## config.mk

```make
export PLATFORM = sky130hd
export DESIGN_NAME = fetch_queue
export DESIGN_NICKNAME = d
export VERILOG_FILES = /design/src/rtl/fetch_queue.sv
export SDC_FILE = /design/constraint.sdc
export NUM_CORES = 1
export LEC_CHECK = 0
export ABC_AREA = 0
export BUFFER_PORTS_ARGS = -buffer_cell sky130_fd_sc_hd__buf_2
export CAP_MARGIN = 40
export CORE_MARGIN = 3
export CORE_UTILIZATION = 35
export CTS_BUF_LIST = sky130_fd_sc_hd__clkbuf_2 sky130_fd_sc_hd__clkbuf_4 sky130_fd_sc_hd__clkbuf_8
export DETAILED_ROUTE_END_ITERATION = 8
export GPL_ROUTABILITY_DRIVEN = 0
export GPL_TIMING_DRIVEN = 0
export PLACE_DENSITY = 0.53
export REMOVE_ABC_BUFFERS = 1
export SYNTH_ARGS = -nofsm -noshare
export SYNTH_HDL_FRONTEND = slang
export SYNTH_SLANG_ARGS = --single-unit
```

## constraint.sdc

```tcl
create_clock -name clock -period 12.2 [get_ports clock]
set_clock_uncertainty 0.1 [all_clocks]
set_input_delay 2.44 -clock clock [delete_from_list [all_inputs] [get_ports clock]]
set_output_delay 2.44 -clock clock [all_outputs]
set_load 0.02 [all_outputs]
```

## src/rtl/fetch_queue.sv

```systemverilog
// fetch_queue: issues PC-stage fetch addresses to a req/ack instruction memory and buffers
// returned {pc, instr} pairs toward decode. Define FETCH_STATS_EN to add the stall_cycles counter.
module fetch_queue #(
    parameter int unsigned ADDR_WIDTH  = 8,
    parameter int unsigned INSTR_WIDTH = 16,
    parameter int unsigned DEPTH       = 4
) (
    input  logic                   clock,
    input  logic                   reset,
    input  logic [ADDR_WIDTH-1:0]  pc_in,
    input  logic                   pc_valid,
    output logic                   pc_ready,
    output logic                   mem_req,
    output logic [ADDR_WIDTH-1:0]  mem_addr,
    input  logic                   mem_ack,
    input  logic [INSTR_WIDTH-1:0] mem_rdata,
    input  logic                   flush,
    output logic [INSTR_WIDTH-1:0] instr_out,
    output logic [ADDR_WIDTH-1:0]  instr_pc,
    output logic                   instr_valid,
    input  logic                   instr_ready
`ifdef FETCH_STATS_EN
    ,
    output logic [15:0]            stall_cycles
`endif
);

    localparam int unsigned PTR_W = (DEPTH > 1) ? $clog2(DEPTH) : 1;
    localparam int unsigned CNT_W = PTR_W + 1;
    localparam logic [CNT_W-1:0] FULL_CNT = CNT_W'(DEPTH);
    localparam logic [PTR_W-1:0] PTR_ONE  = PTR_W'(1);
    localparam logic [CNT_W-1:0] CNT_ONE  = CNT_W'(1);

    typedef enum logic [1:0] {
        IDLE    = 2'd0,
        REQ     = 2'd1,
        DISCARD = 2'd2
    } state_t;

    state_t state;
    state_t state_nxt;

    logic [ADDR_WIDTH-1:0]  pc_mem   [DEPTH];
    logic [INSTR_WIDTH-1:0] data_mem [DEPTH];
    logic [PTR_W-1:0]       wr_ptr;
    logic [PTR_W-1:0]       rd_ptr;
    logic [CNT_W-1:0]       count;

    logic accept;
    logic push;
    logic pop;

    // State register
    always_ff @(posedge clock or posedge reset) begin
        if (reset) begin
            state <= IDLE;
        end else begin
            state <= state_nxt;
        end
    end

    // Next state, handshake outputs and queue strobes
    always_comb begin
        state_nxt = state;
        pc_ready  = 1'b0;
        mem_req   = 1'b0;
        accept    = 1'b0;
        push      = 1'b0;
        pop       = 1'b0;

        pop = (count != '0) && instr_ready && !flush;

        case (state)
            IDLE: begin
                pc_ready = (count < FULL_CNT) && !flush;
                accept   = pc_valid && pc_ready;
                if (accept) begin
                    state_nxt = REQ;
                end
            end
            REQ: begin
                mem_req = 1'b1;
                if (mem_ack) begin
                    // An ack coinciding with flush belongs to the squashed path.
                    push      = !flush;
                    state_nxt = IDLE;
                end else if (flush) begin
                    state_nxt = DISCARD;
                end
            end
            DISCARD: begin
                // Memory cannot abort; keep requesting until the stale ack drains.
                mem_req = 1'b1;
                if (mem_ack) begin
                    state_nxt = IDLE;
                end
            end
            default: begin
                state_nxt = IDLE;
            end
        endcase
    end

    // Request address, held for the whole req/ack handshake
    always_ff @(posedge clock or posedge reset) begin
        if (reset) begin
            mem_addr <= '0;
        end else if (accept) begin
            mem_addr <= pc_in;
        end
    end

    // Queue pointers and occupancy; flush wins over push and pop
    always_ff @(posedge clock or posedge reset) begin
        if (reset) begin
            wr_ptr <= '0;
            rd_ptr <= '0;
            count  <= '0;
        end else if (flush) begin
            wr_ptr <= '0;
            rd_ptr <= '0;
            count  <= '0;
        end else begin
            if (push) begin
                wr_ptr <= wr_ptr + PTR_ONE;
            end
            if (pop) begin
                rd_ptr <= rd_ptr + PTR_ONE;
            end
            case ({push, pop})
                2'b10:   count <= count + CNT_ONE;
                2'b01:   count <= count - CNT_ONE;
                default: count <= count;
            endcase
        end
    end

    // Entry storage, cleared on reset so the head never reads X
    always_ff @(posedge clock or posedge reset) begin
        if (reset) begin
            for (int unsigned i = 0; i < DEPTH; i++) begin
                pc_mem[i]   <= '0;
                data_mem[i] <= '0;
            end
        end else if (push) begin
            pc_mem[wr_ptr]   <= mem_addr;
            data_mem[wr_ptr] <= mem_rdata;
        end
    end

    assign instr_valid = (count != '0);
    assign instr_out   = data_mem[rd_ptr];
    assign instr_pc    = pc_mem[rd_ptr];

`ifdef FETCH_STATS_EN
    // Saturating count of cycles the PC stage was held off
    always_ff @(posedge clock or posedge reset) begin
        if (reset) begin
            stall_cycles <= '0;
        end else if (pc_valid && !pc_ready && (stall_cycles != 16'hFFFF)) begin
            stall_cycles <= stall_cycles + 16'd1;
        end
    end
`endif

    // A push can only follow an accept taken with room, so overflow is impossible
    assert property (@(posedge clock) disable iff (reset) push |-> (count < FULL_CNT));
    assert property (@(posedge clock) disable iff (reset) (mem_req && !mem_ack) |=> $stable(mem_addr));

endmodule
```

# Word-level counts from Yosys, hierarchy flattened
# Cells that the tools add are included.
[word_totals]
out_inout_bits = 35
regBits = 113
in_bits = 30
word_cells = 71
[classes]
reduce_logical = 13
bitwise = 2
n_eq_ne = 7
add_sub_neg = 4
magnitude_cmp = 4
muxes = 28
[ops]
columns = ["operator", "n"]
rows = [
  ["$bwmux 64", 1],
  ["$mux 16", 3],
  ["$bmux 16 s2", 1],
  ["$bwmux 32", 1],
  ["$demux 16 s2", 1],
  ["$mux 8", 3],
  ["$bmux 8 s2", 1],
  ["$demux 8 s2", 1],
  ["$mux 2", 8],
  ["$ge 3x3->1 const B", 2],
  ["$not 2->3", 2],
  ["$pmux 2 s3", 1],
  ["$pmux 3 s2", 1],
  ["$reduce_bool 3->1", 2],
  ["$logic_and 1x1->1", 5],
  ["$mux 1", 5],
  ["$add 2x1->2 const B", 2],
  ["$eq 2x1->1 const B", 2],
  ["$eq 2x2->1 const B", 2],
  ["$ne 2x2->1 const B", 2],
  ["$reduce_bool 2->1", 2],
  ["$add 3x1->3 const B", 1],
  ["$lt 3x1->1 const B", 1],
  ["$lt 3x3->1 const B", 1],
  ["7 further kinds", 7],
]

# Longest topological paths before layout
[logic_depth]
word_depth = 6
depth_mapped = 8

# Worst setup path before layout
# Ideal clock, no wire load.
[synth_timing]
path_kind = "input port to output port"
from = "input port flush"
to = "output port pc_ready"
path_slack_ns = 6.672
t_arrival_ns = 2.988
cell_stages = 3
n_path_buf = 1
t_required_ns = 9.660
cell_sequence = "buf_2 -> nor2_1 -> and2_1"
[synth_via]
elab_chain_len = 3
[synth_lines]
columns = ["item", "line", "text"]
rows = [
  ["start: declaration", "17", "input logic flush,"],
  ["$logic_not 1->1", "75", "pc_ready = (count < FULL_CNT) && !flush;"],
  ["$logic_and 1x1->1", "75", ""],
  ["$mux 1", "73", "case (state)"],
  ["end: declaration", "12", "output logic pc_ready,"],
]
# No other way between the ends.

# Worst setup path in the final report
# Ends and elaborated chain as after synthesis.

==> flow_metrics.env <==
export IMPL_status="completed"
export IMPL_async_reset_ff_share_pct=100
export IMPL_cts_root_buf="clkbuf_8"
export IMPL_grt_pass1_vias=3179
export IMPL_drive_gt1_share_pct=59.8
export IMPL_synth_seq_cells=113
export IMPL_powerDensity_nw_per_um2=213
export IMPL_worst_pin_slew_ps=794
export IMPL_multi_input_area_sq_um=2470
export IMPL_post_cts_buffers=0
export IMPL_grt_max_degree=48
export IMPL_tns_ps=0
export IMPL_post_route_min_period_ps=5640
export IMPL_postCtsHoldBufs=0
export IMPL_die_area_sq_um=17400
export IMPL_hold_class="reg -> reg"
export IMPL_port_buffers=64
export IMPL_antenna_cells=0
export IMPL_ys_top_cells_by_area="dfrtp_1, mux2_4, mux4_2"
export IMPL_yosys_warnings=0
export IMPL_track_usage_pct=13.4
export IMPL_fmax_mhz=177
export IMPL_synthXorXnorAreaFrac_pct=0.791
export IMPL_pin_count=65
export IMPL_path_class="in -> out"
export IMPL_synth_cell_types=35
export IMPL_yosysTopAreaCell="dfrtp_1"
export IMPL_yosysMostFrequentCell="dfrtp_1"
export IMPL_crit_path_frequent_cell="buf_2"
export IMPL_fin_util_pct=41.3
export IMPL_synthSimpleGateAreaFrac_pct=3.71
export IMPL_slew_violations=0
export IMPL_synth_top_family_by_area="multiplexers"
export IMPL_syn_instance_count=316
export IMPL_htree_levels=4
export IMPL_maxCapViolations=0
export IMPL_synth_top_area_share_pct=51.1
export IMPL_die_y_um=132
export IMPL_synth_fa_ha_area_share_pct=1.94
export IMPL_first_pass_iters=4
export IMPL_regArea_sq_um=2830
export IMPL_setup_viol_count_final=0
export IMPL_yosys_most_used_dff="dfrtp_1"
export IMPL_cp_max_fo=10
export IMPL_arrival_ps=3100
export IMPL_detail_route_antenna_nets=0
export IMPL_nFillCells=1453
export IMPL_critPathSlowestCell="nor2_1"
export IMPL_total_power_mw=1.35
export IMPL_hold_violations=0
export IMPL_nNetsFinal=423
export IMPL_grt_pass1_wl_mm=18.0
export IMPL_cts_resized=0
export IMPL_synth_edf_count=0
export IMPL_whs_ps=404
export IMPL_dp_hpwl_mm=6.71
export IMPL_ys_seq_area_share_pct=51.1
export IMPL_worstPathCellList="buf_2, nor2_1, and2_1, buf_2"
export IMPL_synth_compound_area_share_pct=1.42
export IMPL_finalWirelength_mm=11.0
export IMPL_critPathCaptureType="output port"
export IMPL_core_area_sq_um=15300
export IMPL_wire_per_inst_um=18.1
export IMPL_slew_limit_headroom_pct=47.1
export IMPL_via_per_inst=4.75
export IMPL_clkSinkCount=113
export IMPL_syn2layout_area_growth_pct=14.3
export IMPL_cp_start_kind="input pin"
export IMPL_ys_top_cells_by_count="dfrtp_1, mux2_4, mux2_2, mux4_2, buf_12"
export IMPL_syn_area_sq_um=5540
export IMPL_drcViolationCount=0
export IMPL_clk_pin_slew_ps=60
export IMPL_p_leak_nw=3.17
export IMPL_first_iter_violations=159
export IMPL_syn_area_per_cell_sq_um=17.5
export IMPL_fp_dieW_um=132
export IMPL_start_util_pct=36.2
export IMPL_cts_buffers=17
export IMPL_cp_slowest_stage_delay_ps=190
export IMPL_rsz0062_at_grt="false"
export IMPL_required_ps=9660
export IMPL_cts_tree="yes"
export IMPL_rows=45
export IMPL_finalCritPeriodShare_pct=46.3
export IMPL_muxShareOfSynthArea_pct=36.7
export IMPL_ir_worst_vdd_uv=115
export IMPL_grt_overflow_total=0
export IMPL_max_clock_path_buffers=2
export IMPL_clock_latency_ps=430
export IMPL_antenna_found_initial=0
export IMPL_vias=2884
==> worst max-delay path: cells and delay by family <==
kind	cells	cell delay [ps]
and+or+nand+nor	2	330
buffers and inverters	2	330
==> metrics by stage <==
step / setup slack (ps) / cell area [sq um] / cells
4_1_cts: 6550 / 6330 / 607
3_3_place_gp: 5340 / 5900 / 574
5_1_grt: 6510 / 6330 / 607
2_1_floorplan: 6670 / 5320 / 299
3_5_place_dp: 6560 / 5970 / 577
6_report: 6560 / 6330 / 607
==> power breakdown <==
part	internal, mW	switching, mW
Sequential	0.465	0.0783
Clock	0.171	0.143
Combinational	0.261	0.231
==> path summary, 6_finish.rpt <==
kind	from	to	slack (ps)	depth (start not counted)
min	pc_mem[6]	pc_mem[6]	400	1
min reg2reg	pc_mem[6]	pc_mem[6]	400	1
min in group asynchronous	reset	count[2]	1890	2
max reg2reg	state[1]	count[2]	9800	8
max	flush	pc_ready	6560	4
max in group asynchronous	reset	data_mem[35]	9270	4
==> cell type report <==
cell class | instances | area share [%]
Timing Repair Buffer | 67 | 6.13
Tap cell | 211 | 4.17
Inverter | 6 | 0.395
Sequential cell | 113 | 44.7
Multi-Input combinational cell | 180 | 39.0
Clock inverter | 6 | 0.474
Clock buffer | 24 | 5.12
==> layout by cell type, fill, tap and decap left out, drive strengths merged <==
master,synthesis,layout
xnor2,3,3
inv,6,6
or2,1,1
a21bo,2,2
and2,2,2
xor2,2,2
nor3,1,1
clkbuf,1,24
a221oi,1,1
a22o,1,1
o22ai,1,1
or2b,1,1
o31a,1,1
nor2,7,7
mux4,24,24
clkinv,0,6
nor2b,1,1
and3,1,1
buf,16,67
o21bai,1,1
nand4,1,1
nand3,1,1
fa,1,1
a32oi,1,1
ha,7,7
a21oi,1,1
nand2,9,9
dfrtp,113,113
mux2,104,104
mux2i,2,2
o21ai,1,1
nor3b,2,2
==> registers in the layout, indices dropped and copies added, names as in the netlist <==
| register | flops |
|---|---|
| rd_ptr | 2 |
| count | 3 |
| pc_mem | 32 |
| wr_ptr | 2 |
| state | 2 |
| data_mem | 64 |
| mem_addr | 8 |
==> metal layers <==
| layer | vias to the layer above | global-route usage (%) | wire length [um] |
|---|---|---|---|
| met4 | 0 | 4.20 | 131 |
| met1 | 1522 | 18.1 | 5270 |
| met3 | 11 | 4.50 | 401 |
| li1 | 1293 | - | - |
| met2 | 58 | 20.6 | 5180 |
| met5 | - | 0 | 0 |
==> cell families (layout without fill, tap and decap cells) <==
| family | Yosys count | count (layout) |
|---|---|---|
| AOI/OAI and AO/OA | 10 | 10 |
| xor gates and xnor gates | 5 | 5 |
| adders and majority gates | 8 | 8 |
| buffers and inverters | 23 | 103 |
| DFF | 113 | 113 |
| muxes | 130 | 130 |
| and+or+nand+nor | 27 | 27 |
Power figures use the tool's default switching activity.
